<file path="src/rtl/i2c_axil_test_seq.sv">
// Programmable AXI-lite master sequencer for bring-up of an AXI-lite register slave.
// Define I2C_AXIL_SEQ_RESP_CHECK_EN to count non-OKAY bresp/rresp beats as errors.
module i2c_axil_test_seq #(
    parameter int ADDR_WIDTH = 4,
    parameter int DATA_WIDTH = 32,
    parameter int NUM_OPS    = 16,
    parameter int POLL_MAX   = 1024,
    parameter int ERR_WIDTH  = 16
) (
    input  logic                                 clk,
    input  logic                                 rst,
    input  logic                                 start,
    input  logic [7:0]                           loops,
    input  logic                                 op_we,
    input  logic [$clog2(NUM_OPS)-1:0]           op_waddr,
    input  logic [2+ADDR_WIDTH+2*DATA_WIDTH-1:0] op_wdata,
    input  logic [$clog2(NUM_OPS):0]             op_count,
    output logic [ADDR_WIDTH-1:0]                m_axil_awaddr,
    output logic [2:0]                           m_axil_awprot,
    output logic                                 m_axil_awvalid,
    input  logic                                 m_axil_awready,
    output logic [DATA_WIDTH-1:0]                m_axil_wdata,
    output logic [DATA_WIDTH/8-1:0]              m_axil_wstrb,
    output logic                                 m_axil_wvalid,
    input  logic                                 m_axil_wready,
    input  logic [1:0]                           m_axil_bresp,
    input  logic                                 m_axil_bvalid,
    output logic                                 m_axil_bready,
    output logic [ADDR_WIDTH-1:0]                m_axil_araddr,
    output logic [2:0]                           m_axil_arprot,
    output logic                                 m_axil_arvalid,
    input  logic                                 m_axil_arready,
    input  logic [DATA_WIDTH-1:0]                m_axil_rdata,
    input  logic [1:0]                           m_axil_rresp,
    input  logic                                 m_axil_rvalid,
    output logic                                 m_axil_rready,
    output logic                                 busy,
    output logic                                 done,
    output logic [ERR_WIDTH-1:0]                 err_count,
    output logic                                 timeout,
    output logic [DATA_WIDTH-1:0]                last_rdata
);

    localparam int IDX_W = $clog2(NUM_OPS);
    localparam int CNT_W = IDX_W + 1;
    localparam int OP_W  = 2 + ADDR_WIDTH + 2 * DATA_WIDTH;
    localparam int ATT_W = $clog2(POLL_MAX + 1);
    localparam logic [ATT_W-1:0] POLL_LIM = ATT_W'(POLL_MAX);

`ifdef I2C_AXIL_SEQ_RESP_CHECK_EN
    localparam bit RESP_CHECK = 1'b1;
`else
    localparam bit RESP_CHECK = 1'b0;
`endif

    localparam logic [1:0] OP_NOP   = 2'b00;
    localparam logic [1:0] OP_WRITE = 2'b01;
    localparam logic [1:0] OP_READ  = 2'b10;

    typedef enum logic [3:0] {
        S_IDLE, S_FETCH, S_DECODE, S_WR_ADDR_DATA, S_WR_RESP,
        S_RD_ADDR, S_RD_DATA, S_CHECK, S_NEXT, S_DONE
    } state_t;

    function automatic logic [ERR_WIDTH-1:0] sat_inc(input logic [ERR_WIDTH-1:0] v);
        return (v == '1) ? v : v + ERR_WIDTH'(1);
    endfunction

    function automatic logic resp_err(input logic [1:0] resp);
        return RESP_CHECK && (resp != 2'b00);
    endfunction

    state_t                 state_q, state_d;
    logic [IDX_W-1:0]       idx_q, idx_d;
    logic [7:0]             pass_q, pass_d;
    logic [7:0]             loops_q, loops_d;
    logic [CNT_W-1:0]       count_q, count_d;
    logic                   aw_done_q, aw_done_d;
    logic                   w_done_q, w_done_d;
    logic [ATT_W-1:0]       attempts_q, attempts_d;
    logic [ERR_WIDTH-1:0]   err_q, err_d;
    logic                   timeout_q, timeout_d;
    logic [DATA_WIDTH-1:0]  last_rdata_q, last_rdata_d;

    logic [OP_W-1:0]        op_mem [NUM_OPS];
    logic [OP_W-1:0]        op_q;

    logic [1:0]             op_type;
    logic [ADDR_WIDTH-1:0]  op_addr;
    logic [DATA_WIDTH-1:0]  op_data;
    logic [DATA_WIDTH-1:0]  op_mask;
    logic                   mismatch;
    logic                   last_op;
    logic                   last_pass;

    assign op_type   = op_q[OP_W-1 -: 2];
    assign op_addr   = op_q[2*DATA_WIDTH +: ADDR_WIDTH];
    assign op_data   = op_q[DATA_WIDTH +: DATA_WIDTH];
    assign op_mask   = op_q[0 +: DATA_WIDTH];
    assign mismatch  = |((last_rdata_q ^ op_data) & op_mask);
    assign last_op   = ({1'b0, idx_q} == count_q - CNT_W'(1));
    assign last_pass = (pass_q == loops_q - 8'd1);

    // Op memory is loaded only from IDLE; the read port is registered (one-cycle fetch).
    always_ff @(posedge clk) begin
        if (op_we && state_q == S_IDLE) begin
            op_mem[op_waddr] <= op_wdata;
        end
        if (state_q == S_FETCH) begin
            op_q <= op_mem[idx_q];
        end
    end

    always_ff @(posedge clk) begin
        if (rst) begin
            state_q      <= S_IDLE;
            idx_q        <= '0;
            pass_q       <= '0;
            loops_q      <= 8'd1;
            count_q      <= CNT_W'(1);
            aw_done_q    <= 1'b0;
            w_done_q     <= 1'b0;
            attempts_q   <= '0;
            err_q        <= '0;
            timeout_q    <= 1'b0;
            last_rdata_q <= '0;
        end else begin
            state_q      <= state_d;
            idx_q        <= idx_d;
            pass_q       <= pass_d;
            loops_q      <= loops_d;
            count_q      <= count_d;
            aw_done_q    <= aw_done_d;
            w_done_q     <= w_done_d;
            attempts_q   <= attempts_d;
            err_q        <= err_d;
            timeout_q    <= timeout_d;
            last_rdata_q <= last_rdata_d;
        end
    end

    always_comb begin
        state_d      = state_q;
        idx_d        = idx_q;
        pass_d       = pass_q;
        loops_d      = loops_q;
        count_d      = count_q;
        aw_done_d    = aw_done_q;
        w_done_d     = w_done_q;
        attempts_d   = attempts_q;
        err_d        = err_q;
        timeout_d    = timeout_q;
        last_rdata_d = last_rdata_q;

        case (state_q)
            S_IDLE: begin
                if (start) begin
                    state_d   = S_FETCH;
                    idx_d     = '0;
                    pass_d    = '0;
                    loops_d   = (loops == 8'd0) ? 8'd1 : loops;
                    count_d   = (op_count == '0) ? CNT_W'(1) : op_count;
                    err_d     = '0;
                    timeout_d = 1'b0;
                end
            end
            S_FETCH: state_d = S_DECODE;
            S_DECODE: begin
                aw_done_d  = 1'b0;
                w_done_d   = 1'b0;
                attempts_d = '0;
                case (op_type)
                    OP_NOP:   state_d = S_NEXT;
                    OP_WRITE: state_d = S_WR_ADDR_DATA;
                    default:  state_d = S_RD_ADDR;
                endcase
            end
            S_WR_ADDR_DATA: begin
                // Each channel is tracked separately so a late ready never re-issues the other.
                aw_done_d = aw_done_q | m_axil_awready;
                w_done_d  = w_done_q | m_axil_wready;
                if (aw_done_d && w_done_d) state_d = S_WR_RESP;
            end
            S_WR_RESP: begin
                if (m_axil_bvalid) begin
                    if (resp_err(m_axil_bresp)) err_d = sat_inc(err_q);
                    state_d = S_NEXT;
                end
            end
            S_RD_ADDR: if (m_axil_arready) state_d = S_RD_DATA;
            S_RD_DATA: begin
                if (m_axil_rvalid) begin
                    last_rdata_d = m_axil_rdata;
                    if (resp_err(m_axil_rresp)) err_d = sat_inc(err_q);
                    state_d = S_CHECK;
                end
            end
            S_CHECK: begin
                if (op_type == OP_READ) begin
                    if (mismatch) err_d = sat_inc(err_q);
                    state_d = S_NEXT;
                end else if (!mismatch) begin
                    state_d = S_NEXT;
                end else if (attempts_q + ATT_W'(1) == POLL_LIM) begin
                    timeout_d = 1'b1;
                    err_d     = sat_inc(err_q);
                    state_d   = S_NEXT;
                end else begin
                    attempts_d = attempts_q + ATT_W'(1);
                    state_d    = S_RD_ADDR;
                end
            end
            S_NEXT: begin
                if (last_op && last_pass) begin
                    state_d = S_DONE;
                end else if (last_op) begin
                    idx_d   = '0;
                    pass_d  = pass_q + 8'd1;
                    state_d = S_FETCH;
                end else begin
                    idx_d   = idx_q + IDX_W'(1);
                    state_d = S_FETCH;
                end
            end
            S_DONE:  state_d = S_IDLE;
            default: state_d = S_IDLE;
        endcase
    end

    assign m_axil_awaddr  = op_addr;
    assign m_axil_awprot  = 3'b000;
    assign m_axil_awvalid = (state_q == S_WR_ADDR_DATA) && !aw_done_q;
    assign m_axil_wdata   = op_data;
    assign m_axil_wstrb   = '1;
    assign m_axil_wvalid  = (state_q == S_WR_ADDR_DATA) && !w_done_q;
    assign m_axil_bready  = (state_q == S_WR_RESP);
    assign m_axil_araddr  = op_addr;
    assign m_axil_arprot  = 3'b000;
    assign m_axil_arvalid = (state_q == S_RD_ADDR);
    assign m_axil_rready  = (state_q == S_RD_DATA);

    assign busy       = (state_q != S_IDLE);
    assign done       = (state_q == S_DONE);
    assign err_count  = err_q;
    assign timeout    = timeout_q;
    assign last_rdata = last_rdata_q;

endmodule

</file>
<file path="config.mk">
export PLATFORM = sky130hd
export DESIGN_NAME = i2c_axil_test_seq
export DESIGN_NICKNAME = d
export VERILOG_FILES = /design/src/rtl/i2c_axil_test_seq.sv
export SDC_FILE = /design/constraint.sdc
export NUM_CORES = 1
export LEC_CHECK = 0
export BUFFER_PORTS_ARGS = -buffer_cell sky130_fd_sc_hd__buf_2
export CAP_MARGIN = 20
export CORE_MARGIN = 4
export CORE_UTILIZATION = 45
export DETAILED_ROUTE_END_ITERATION = 10
export PLACE_DENSITY = 0.69
export SYNTH_ARGS = -nofsm -noshare
export SYNTH_HDL_FRONTEND = slang
export SYNTH_SLANG_ARGS = --single-unit
</file>
<file path="constraint.sdc">
create_clock -name clk -period 7.06 [get_ports clk]
set_input_delay 1.412 -clock clk [delete_from_list [all_inputs] [get_ports clk]]
set_output_delay 1.412 -clock clk [all_outputs]
set_load 0.02 [all_outputs]
</file>
* Word level (Yosys, flattened, before mapping) *
Memories as Yosys holds them, arrays and structs flattened. A register that Yosys moved wholly into a read port is not among the register bits.
Cells that the tools add are included.

storage, ports and cells
  register bits after elaboration = 91
  latch bits = 0
  memory bits (writable) = 1120
  memory bits (read-only) = 0
  output and inout port bits = 106
  logic and storage cells = 115
  memories kept = 1

cells by class
  add/sub/neg operators = 6
  multipliers = 0
  divide/modulo/power cells = 0
  magnitude comparators = 0
  equal/unequal tests = 27
  shift-type cells = 0
  multiplexer cells = 41
  bitwise operators = 4
  reductions and logical operators = 25

memories
  name    words  bits a word  read ports  clocked after Yosys merged registers in  write ports  RTL line  source
  op_mem  16     70           1           1                                        1            85        logic [OP_W-1:0] op_mem [NUM_OPS];

operators by type and width
  kind                   count
  $mux 16                6
  $mux 4                 12
  $pmux 4 s9             1
  $mux 11                3
  $and 32x32->32         1
  $mux 8                 4
  $pmux 16 s2            1
  $reduce_or 32->1       1
  $xor 32x32->32         1
  $pmux 11 s2            1
  $ne 2x2->1 const B     10
  $add 16x1->16 const B  1
  $eq 16x16->1 const B   1
  $eq 4x3->1 const B     4
  $pmux 4 s2             2
  $pmux 8 s2             1
  $reduce_and 4->1       3
  $add 11x1->11 const B  1
  $eq 11x11->1 const B   1
  $reduce_and 5->1       2
  $add 8x1->8 const B    1
  $eq 4x2->1 const B     2
  $eq 4x4->1 const B     2
  $eq 8x8->1             1
  other kinds (23)       40

* Longest topological paths before layout *
  word-level depth = 6
  gate-level depth with buffers = 11

* Worst setup path after synthesis *
Ideal clock, no wire load.

  kind = input-to-reg
  from = input port op_waddr[2]
  to = memory op_mem[0][0] (netlist bit), enable pin
  setup time = 0.585 ns
  data arrival time = 6.598 ns
  path slack = -0.123 ns
  cell stages on the path = 2
  path buffers = 0
  cells stage by stage = or3_1 > nor3_1

RTL lines
  item         RTL line  source
  from (decl)  15        input logic [$clog2(NUM_OPS)-1:0] op_waddr,
  to (decl)    85

Straight into the memory's write port.

* Worst setup path after layout *
  from = register state_q[1]
  to = output port m_axil_awvalid

between the ends
  longest elaborated chain between the ends = 2

ends and longest elaborated chain
  item                    RTL line  source
  from (decl)             73        state_t state_q, state_d;
  from (signal assigned)  128       state_q <= state_d;
  $eq 4x2->1              232       assign m_axil_awvalid = (state_q == S_WR_ADDR_DATA) && !aw_done_q;
  $logic_and 1x1->1       232
  to (decl)               20        output logic m_axil_awvalid,

No other way between the ends.

==> results.yml <==
cts:
  clock_latency_ps: 690
  cts.clk_slew.worst_paths_ps: 60
  cts_made_buffers: 121
  cts_buffer_depth: 3
  cts_tree: "yes"
  cts_sinks: 1281
  h-tree-depth: 3
  postCtsSetupRepairBufs: 0
  cts_hold_buf: 0
  cts_root_buffer: "clkbuf_16"
  cts_resized: 0
sta:
  relSlewSlack: 0.292
  worstMarginPinSlew_ps: 1060
  tns_ps: 0
  clock_skew_ps: 15.3
  fin_crit_ps: 3640
  finalCritPeriodShare: 0.515
  rsz0062_at_grt: "false"
  max_freq_mhz: 275
  finalHoldViolCount: 0
  setup_viol: 0
  timing_max_transition_violations_final: 0
run:
  maxCapViolCount: 0
detailed_routing:
  wl_mm: 116
  drc: 0
  viasPerCell: 5.97
  ant_nets: 0
  initialDrtViolationCount: 2793
  post_drt_wl_per_cell_um: 28.3
  drt-pass1-iter-count: 5
  num_vias: 24500
place:
  dp_hpwl_mm: 62.1
  post_dp_cell_area_um2: 52200
  place_congestion: 0.870
  portBuffers: 223
pwr:
  vdd.ir_drop.worst_mv: 0.230
  leakagePower_nw: 17.4
  p_per_area_nw_per_um2: 292
global_route:
  grt_pass1_wl_mm: 171
  grt.met2_usage: 0.325
  grtUsageMet3: 0.0476
  grt_max_degree: 143
  met1_usage: 0.282
  first_global_vias: 24800
  globalRouteOverflowTotal: 0
  grt.busiest_layer: "met2"
  antenna_found_initial: 29
  grt_use_total: 0.200
synth:
  synth_edf_count: 1190
  syn_area_per_cell_um2: 21.1
  ys_seq_area_frac: 0.759
  synth.distinct_cells: 66
  ys_warn_count: 0
  ys_ff_latch: 1281
  netlist_area_um2: 49500
  synth-main-ff-cell: "edfxtp_1"
  async_flop_share: 0
  syn_inst: 2347
cells_and_area:
  seq_area_um2: 37600
  nFillCells: 8415
  area_growth_syn_to_layout_pct: 13.4
  nNetsFinal: 2710
  fin_area_um2: 56100
  drive_above_1_share: 0.302
  multi_input_area_um2: 11200
die:
  die_h_um: 340
  coreArea_um2: 109000
  rows: 121
  dieArea_um2: 115000
  die-width_um: 340
  initial_core_util: 0.454
  io_pins: 238
critical_path:
  critPathRequiredTime_ps: 5650
  cp_max_fo: 20
  critical_path_class: "register to primary output"
  startpoint_type: "register"
  critPathCaptureType: "primary output"
  arrival_ps: 2230
status:
  status: "complete, no violations"
min_path:
  hold_path.class: "register to register"
==> final cells by class <==
type,count,share of cell area
multi-input combinational,897,0.200
antenna,15,0.000669
timing repair buffer,259,0.0282
tap,1414,0.0315
clock inverter,76,0.0134
sequential,1281,0.670
inverter,12,0.000803
clock buffer,149,0.0562
==> final timing paths <==
| kind | startpoint | to | slack (ps) | cells after the start |
|---|---|---|---|---|
| worst max-delay path | state_q[1] | m_axil_awvalid | 3420 | 3 |
| worst min-delay path | last_rdata[8] | last_rdata[8] | 480 | 2 |
| worst max register to register | state_q[2] | op_mem[12][19] | 3430 | 6 |
| worst min register to register | last_rdata[8] | last_rdata[8] | 480 | 2 |
==> critical path, cell delays in order, from the launching register on <==
cell and delay, ps:
dfxtp_1 750, nand2_1 220, nor3_1 330, buf_2 240
==> registers in the layout, summed over array words and instances (netlist names) <==
name / count
w_done_q: 1
err_count: 16
op_q: 70
idx_q: 4
op_mem: 1120
attempts_q: 11
loops_q: 8
last_rdata: 32
timeout: 1
aw_done_q: 1
state_q: 4
pass_q: 8
count_q: 5
==> stage by stage <==
step                      setup slack, ps  power, mW  utilization  cells  hold WS, ps
after CTS                            3410       16.5        0.514   4087          484
final                                3420       16.4        0.515   4103          480
after global routing                 3220       16.9        0.514   4088          513
after floorplan                      58.9       9.65            -   2355          445
after global placement               3090       10.1        0.478   3861          471
after detailed placement             3070       10.1        0.478   3862          473
==> report_power, final <==
group | switching [mW] | total [mW] | internal [mW]
Sequential | 0.170 | 8.80 | 8.63
Combinational | 0.843 | 1.18 | 0.336
Clock | 2.73 | 6.43 | 3.70
Total | 3.74 | 16.4 | 12.7
==> cells in the final DEF (no fill, tap or decap), types with 17 or more instances in the layout <==
cell type / count
a21oi_1: 73
a22oi_1: 17
buf_2: 223
buf_4: 21
clkbuf_1: 27
clkbuf_16: 122
clkinv_1: 33
clkinv_2: 19
dfxtp_1: 87
edfxtp_1: 1190
mux4_2: 350
nand2_1: 116
nor2_1: 38
o21ai_0: 26
xor2_1: 38
==> routing by layer <==
layer,up-vias,wire (um)
met5,-,92
met4,16,2100
met2,1169,56700
li1,10200,-
met1,12900,47000
met3,195,10400
==> cell families (layout without fill, tap and decap cells) <==
| family | count (synthesis) | in the layout | synth area share |
|---|---|---|---|
| mux | 354 | 354 | 0.160 |
| compound gates | 176 | 176 | 0.0224 |
| xor+xnor | 50 | 50 | 0.00885 |
| simple gates | 301 | 301 | 0.0302 |
| fa+ha+maj | 6 | 6 | 0.00152 |
| buf+inv | 177 | 496 | 0.0178 |
| other cells | 2 | 25 | 0.000152 |
| flops | 1281 | 1281 | 0.759 |
==> synth_stat cells (5+ instances only) <==
library cell | n | share of area
nand2_1 | 117 | 0.0089
o21a_1 | 5 | 0.00076
o22ai_1 | 6 | 0.00076
or4_1 | 8 | 0.0012
nor4_1 | 8 | 0.0010
inv_1 | 12 | 0.00091
a22oi_1 | 17 | 0.0026
nor2_1 | 51 | 0.0039
mux4_2 | 350 | 0.16
xnor2_1 | 12 | 0.0021
ha_1 | 6 | 0.0015
o21ai_0 | 26 | 0.0026
a21oi_1 | 73 | 0.0074
o31ai_1 | 5 | 0.00076
dfxtp_1 | 91 | 0.037
or3_1 | 15 | 0.0019
clkbuf_1 | 84 | 0.0064
nand3_1 | 13 | 0.0013
nor3_1 | 17 | 0.0017
buf_4 | 51 | 0.0077
nand4_1 | 14 | 0.0018
edfxtp_1 | 1190 | 0.72
a211oi_1 | 5 | 0.00076
nand2b_1 | 15 | 0.0019
buf_2 | 6 | 0.00061
a31oi_1 | 10 | 0.0013
buf_1 | 22 | 0.0017
xor2_1 | 38 | 0.0067
and3_1 | 12 | 0.0015
nand3b_1 | 9 | 0.0014
Power figures use the tool's default switching activity.
